### src/rtl/y86_pkg.sv
// Shared Y86 definitions: register IDs, default widths and reset values for the register file.
package y86_pkg;

   localparam int          DATA_W_DEF  = 32;
   localparam int          NREGS_DEF   = 8;
   localparam logic [31:0] SP_INIT_DEF = 32'h0000_0F00;

   localparam logic [3:0] REG_EAX = 4'h0;
   localparam logic [3:0] REG_ECX = 4'h1;
   localparam logic [3:0] REG_EDX = 4'h2;
   localparam logic [3:0] REG_EBX = 4'h3;
   localparam logic [3:0] REG_ESP = 4'h4;
   localparam logic [3:0] REG_EBP = 4'h5;
   localparam logic [3:0] REG_ESI = 4'h6;
   localparam logic [3:0] REG_EDI = 4'h7;
   localparam logic [3:0] RNONE   = 4'hF;

   // Write-back drives ID 6 for the stack pointer in this core.
   localparam int SP_ID_DEF = 6;

   function automatic logic id_is_valid(input logic [3:0] id, input int nregs);
      return int'({28'd0, id}) < nregs;
   endfunction

endpackage

### src/rtl/y86_regfile_read_mux.sv
// One register-file read port: range check, zero for invalid IDs, optional same-cycle forwarding.
module y86_regfile_read_mux
   import y86_pkg::*;
#(
   parameter int DATA_W = DATA_W_DEF,
   parameter int NREGS  = NREGS_DEF,
   parameter bit BYPASS = 1'b0
) (
   input  logic [DATA_W-1:0] regs [NREGS],
   input  logic [3:0]        rd_id,
   input  logic              wr_en1,
   input  logic [3:0]        wr_id1,
   input  logic [DATA_W-1:0] wr_data1,
   input  logic              wr_en2,
   input  logic [3:0]        wr_id2,
   input  logic [DATA_W-1:0] wr_data2,
   output logic [DATA_W-1:0] rd_data
);

   localparam int IDX_W = (NREGS > 1) ? $clog2(NREGS) : 1;

   logic [DATA_W-1:0] stored;

   always_comb begin
      stored = '0;
      if (id_is_valid(rd_id, NREGS))
         stored = regs[rd_id[IDX_W-1:0]];
   end

   generate
      if (BYPASS) begin : g_bypass
         // Port 2 is checked last so it wins, matching the commit priority.
         always_comb begin
            rd_data = stored;
            if (wr_en1 && id_is_valid(wr_id1, NREGS) && (wr_id1 == rd_id))
               rd_data = wr_data1;
            if (wr_en2 && id_is_valid(wr_id2, NREGS) && (wr_id2 == rd_id))
               rd_data = wr_data2;
         end
      end else begin : g_direct
         logic unused_bypass;
         assign unused_bypass = ^{wr_en1, wr_id1, wr_data1, wr_en2, wr_id2, wr_data2};
         assign rd_data = stored;
      end
   endgenerate

endmodule

### src/rtl/y86_register_file.sv
// Y86 architectural register file: two write-back ports, two decode read ports, one debug port.
// Define REGFILE_BYPASS_EN to forward same-cycle write data onto valA/valB.
module y86_register_file
   import y86_pkg::*;
#(
   parameter int              DATA_W  = DATA_W_DEF,
   parameter int              NREGS   = NREGS_DEF,
   parameter int              SP_ID   = SP_ID_DEF,
   parameter logic [DATA_W-1:0] SP_INIT = DATA_W'(SP_INIT_DEF)
) (
   input  logic              clock,
   input  logic              reset_n,
   input  logic              regWrite1,
   input  logic [3:0]        regReg1,
   input  logic [DATA_W-1:0] regValue1,
   input  logic              regWrite2,
   input  logic [3:0]        regReg2,
   input  logic [DATA_W-1:0] regValue2,
   input  logic [3:0]        srcA,
   input  logic [3:0]        srcB,
   output logic [DATA_W-1:0] valA,
   output logic [DATA_W-1:0] valB,
   input  logic [3:0]        dbgReg,
   output logic [DATA_W-1:0] dbgValue,
   output logic [15:0]       writeCount
);

   localparam int IDX_W = (NREGS > 1) ? $clog2(NREGS) : 1;

`ifdef REGFILE_BYPASS_EN
   localparam bit BYPASS_EN = 1'b1;
`else
   localparam bit BYPASS_EN = 1'b0;
`endif

   logic [DATA_W-1:0] regs [NREGS];
   logic [15:0]       write_count;
   logic              commit1;
   logic              commit2;
   logic [1:0]        commit_n;
   logic [16:0]       count_sum;

   assign commit1 = regWrite1 && id_is_valid(regReg1, NREGS);
   assign commit2 = regWrite2 && id_is_valid(regReg2, NREGS);

   // A same-register conflict is a single architectural write.
   always_comb begin
      commit_n = 2'(commit1) + 2'(commit2);
      if (commit1 && commit2 && (regReg1 == regReg2))
         commit_n = 2'd1;
   end

   assign count_sum = {1'b0, write_count} + {15'd0, commit_n};

   always_ff @(posedge clock or negedge reset_n) begin
      if (!reset_n) begin
         for (int i = 0; i < NREGS; i++)
            regs[i] <= (i == SP_ID) ? SP_INIT : '0;
         write_count <= '0;
      end else begin
         if (commit1)
            regs[regReg1[IDX_W-1:0]] <= regValue1;
         if (commit2)
            regs[regReg2[IDX_W-1:0]] <= regValue2;
         write_count <= count_sum[16] ? 16'hFFFF : count_sum[15:0];
      end
   end

   assign writeCount = write_count;

   y86_regfile_read_mux #(.DATA_W(DATA_W), .NREGS(NREGS), .BYPASS(BYPASS_EN)) u_read_a (
      .regs(regs), .rd_id(srcA),
      .wr_en1(regWrite1), .wr_id1(regReg1), .wr_data1(regValue1),
      .wr_en2(regWrite2), .wr_id2(regReg2), .wr_data2(regValue2),
      .rd_data(valA)
   );

   y86_regfile_read_mux #(.DATA_W(DATA_W), .NREGS(NREGS), .BYPASS(BYPASS_EN)) u_read_b (
      .regs(regs), .rd_id(srcB),
      .wr_en1(regWrite1), .wr_id1(regReg1), .wr_data1(regValue1),
      .wr_en2(regWrite2), .wr_id2(regReg2), .wr_data2(regValue2),
      .rd_data(valB)
   );

   // The debug port always reflects committed state only.
   y86_regfile_read_mux #(.DATA_W(DATA_W), .NREGS(NREGS), .BYPASS(1'b0)) u_read_dbg (
      .regs(regs), .rd_id(dbgReg),
      .wr_en1(regWrite1), .wr_id1(regReg1), .wr_data1(regValue1),
      .wr_en2(regWrite2), .wr_id2(regReg2), .wr_data2(regValue2),
      .rd_data(dbgValue)
   );

endmodule

### config.mk
export PLATFORM = sky130hd
export DESIGN_NAME = y86_register_file
export DESIGN_NICKNAME = d
export VERILOG_FILES = /design/src/rtl/y86_pkg.sv /design/src/rtl/y86_regfile_read_mux.sv /design/src/rtl/y86_register_file.sv
export SDC_FILE = /design/constraint.sdc
export NUM_CORES = 1
export LEC_CHECK = 0
export BUFFER_PORTS_ARGS = -buffer_cell sky130_fd_sc_hd__clkbuf_2
export CORE_MARGIN = 2
export CORE_UTILIZATION = 64
export DETAILED_ROUTE_END_ITERATION = 12
export PLACE_DENSITY = 0.91
export RECOVER_POWER = 100
export REMOVE_ABC_BUFFERS = 1
export SYNTH_ARGS = -nofsm -noshare
export SYNTH_HDL_FRONTEND = slang
export SYNTH_SLANG_ARGS = --single-unit
### constraint.sdc
create_clock -name clock -period 5.81 [get_ports clock]
set_input_delay 1.162 -clock clock [delete_from_list [all_inputs] [get_ports clock]]
set_output_delay 1.162 -clock clock [all_outputs]
set_load 0.01 [all_outputs]
==> results summary <==
The run finished, with violations left. The checks that failed: max-capacitance violations, max-slew violations. The final-report setup violation count came out at 0. The largest net degree at the start of global routing came out at 112. The area added between synthesis and finish came out at 8.49%.

The cell area after technology mapping came out at 18,900 um^2. The core area is 28,900 um^2. In the layout the commonest cells are 352 x mux2i_1, 268 x dfrtp_1, 230 x nor2_1, 192 x mux4_2, 140 x nand2_1. The kind of capture point of the worst setup path is a primary output. The number of I/O port buffers came out at 199. The number of detailed-routing iterations run before antenna repair is 6.

After clock tree synthesis, the flow added hold-fix buffers numbering 0. The cell sitting at the root of the clock tree is a clkbuf_16. The number of nets in the final layout came out at 1,872. In the post-synthesis netlist, the biggest area contributors are dfrtp_1 35%, mux4_2 23%, mux2i_1 19%. CTS built an H-tree with a depth of 1. The worst-case clock skew is 0.00697 ns. The cell count after synthesis came out at 1,730.

The final global-route overflow total came out at 0. The number of distinct standard cells referenced by the synthesized netlist came out at 42. The share of Yosys cell area claimed by the top area cell type came out at 0.355.

The number of buffers created by CTS is 30. The min-delay analysis places its worst path in the category reg2reg. The largest voltage drop on the vdd net is 236 uV. The post-synthesis average cell area is 10.9 um^2.

The number of warnings printed during yosys synthesis is 0. Fill cells in the final layout number 2,010. The wire length of the first global-routing pass is 88,900 um. The gate family responsible for the most delay along the worst path is buffers and inverters. The sequential cell fraction of total power is 0.420. The leakage power figure came out at 0.00884 uW. Among all stages on the critical path, the largest delay is contributed by clkbuf_2. The die boundary width is 176 um. The worst register-to-register path has a depth of 6. The worst hold path begins at writeCount[12].

After clock tree synthesis, the clock-pin slew on the worst setup and hold paths is 0.05 ns. Of the available clock period, the critical path in the final layout requires 0.850. The initial antenna violation count was 2. Once the clock tree was built, the resizer swapped 0 gates to a different size. The post-route antenna net violation count is 0. The number of global-route vias before repair came out at 16,200. The count of placed standard cells including taps came out at 2,132. The post-DP HPWL came out at 34,400 um.

The worst reg-to-reg setup slack is 3.23 ns. The total number of vias came out at 15,600. The maximum clock frequency is 0.203 GHz. The number of clock sinks is 272. The via count normalized by instance count came out at 7.14.

By startpoint and endpoint, the worst setup path is classified as in2out. The final weighted congestion in routability-driven placement came out at 0.861. The library cell used most frequently in the layout, excluding fill and tap cells, is mux2i_1. The end of the worst register-to-register path is writeCount[11]. The max-capacitance violation count is 15. After floorplanning, the core was divided into 62 placement rows. The combined buffer and inverter count along the critical path came out at 2. The number of failing hold endpoints at the final stage is 0. The total internal power came out at 4660 uW.

The maximum fanout along the worst path is 64. The signal arrival time at the worst endpoint came out at 3.77 ns. The worst hold path terminates at writeCount[12]. The worst slew margin relative to its limit is -1.55. At the worst endpoint, the required time is 4.65 ns.

The post-CTS repair timing setup buffer count is 0. Summed over all instances, the cell type with the most area after synthesis is dfrtp_1. For this configuration, the core starts out at a cell density of 0.655. The die is 176 um tall. The highest cell delay on the worst timing path came out at 1.48 ns. The utilization after layout is 0.711.

The longest clock path from root to sink contains 3 buffers. The clock latency at the later pin of the worst-skew pair is 0.56 ns. TritonCTS built the clock tree. STA classifies the critical path startpoint as an input pin. Counting flops with an async set or reset pin after synthesis yields a share of 1.00.

In the final routed layout, each cell accounts on average for 26.6 um. Power spread over the standard cell area amounts to 339 nW/um^2. Traced cell by cell, the critical path runs through clkbuf_2 -> mux4_2 -> mux2i_1 -> nor2_1 -> clkbuf_1. The number of top-level design ports came out at 200.

The floorplan step defined a die boundary enclosing 30,900 um^2. In this run, the number of DRC markers left after iteration 0 of detailed routing was 2,171. The worst-margin pin slew is 3.83 ns. The sequential cell area fraction in the yosys report is 0.360. Yosys mapped a number of flops with a built-in enable equal to 0. The most frequently used flop master after synthesis is dfrtp_1.

The part of the power in combinational logic came out at 0.300. Setup repair after global routing left no endpoint under its margin. In the final layout, the share of cells above drive strength 1 is 0.202. The flip-flop and latch count after synthesis is 272.

The final wirelength came out at 58,200 um. The final period demand of the worst path came out at 4.94 ns. In this run the power spent charging and discharging nets is 2290 uW. The final standard cell count with taps included and fillers excluded came out at 2,193. Along the worst hold path, the cell count comes to 1. In the routed design, unresolved DRC markers number 0.

The startpoint of the worst-slack reg-to-reg timing path is writeCount[0]. The max-slew violation count is 740. The setup TNS came out at 0 ns. Of the total power, the clock network draws 0.281. For this run, the total global-route usage over all layers was measured as 0.377. Of the total power, the share spent switching nets is 0.329.
[flip-flops by register name, indices dropped and copies added, names as in the netlist]
register    cells
regs          256
writeCount     16
[cells by family after synthesis]
family,after synthesis,synth area share
AND/OR/NAND/NOR,412,0.0897
AO/OA/AOI/OAI,270,0.0722
buffers and inverters,217,0.0545
flip-flops,272,0.360
XOR/XNOR,11,0.00510
multiplexers,544,0.415
adder cells (fa/ha/maj),4,0.00304
[power by group through the flow]
stage | sequential [uW] | clock [uW] | combinational, uW
detailed placement | 2900 | 0 | 2090
global route | 2960 | 2040 | 2240
floorplan | 2730 | 0 | 1440
CTS | 2870 | 1960 | 2100
finish | 2920 | 1950 | 2080
global placement | 2810 | 0 | 1980
[synth_stat cells (all sizes together), types with 2 or more instances]
master / number
nand3: 6
a31oi: 3
nor3: 4
nor2: 230
nand2b: 3
ha: 3
clkbuf: 91
xor2: 5
xnor2: 6
nand3b: 3
nor4: 4
mux2i: 352
nand2: 141
and3: 2
inv: 4
o21ai: 130
dfrtp: 268
a21oi: 134
and4: 3
nand4: 5
dfstp: 4
mux4: 192
nor3b: 3
or4: 3
nor2b: 3
buf: 122
[how the worst max path moves through the flow]
stage	startpoint	endpoint	slack, ns	depth (start not counted)
6_report	srcB[1]	valB[31]	0.87	5
4_1_cts	srcB[0]	valB[28]	1.59	6
2_1_floorplan	regReg1[3]	regs[32]	0.40	4
5_1_grt	dbgReg[1]	dbgValue[21]	0.89	6
3_3_place_gp	dbgReg[0]	dbgValue[0]	1.65	6
3_5_place_dp	srcB[0]	valB[28]	1.59	6
[area by class of cell]
type / instances / area [um^2] / area share
Antenna cell: 5 / 12.5 / 0.000610
Multi-Input combinational cell: 1241 / 11100 / 0.539
Tap cell: 384 / 480 / 0.0234
Timing Repair Buffer: 231 / 1120 / 0.0548
Inverter: 4 / 15.0 / 0.000732
Sequential cell: 272 / 6810 / 0.332
Clock buffer: 46 / 861 / 0.0420
Clock inverter: 10 / 140 / 0.00683
[layer usage]
metal	vias to the layer above	GRT usage	share of wire	wire (um)
li1	6416	-	-	-
met1	7624	0.461	0.34	19600
met2	1290	0.608	0.47	27400
met3	319	0.106	0.13	7680
met4	0	0.210	0.061	3560
met5	-	0	0	0
[per-stage QoR]
step	hold WS, ns	instance area [um^2]	total power [uW]	worst slack, ns
floorplan	0.540	17900	4180	0.403
global placement	0.537	19700	4790	1.65
detailed placement	0.553	19700	4980	1.59
CTS	0.565	20700	6930	1.59
global route	0.591	20500	7240	0.887
finish	0.571	20500	6950	0.874
No activity file was read; power rests on OpenSTA's default activity.
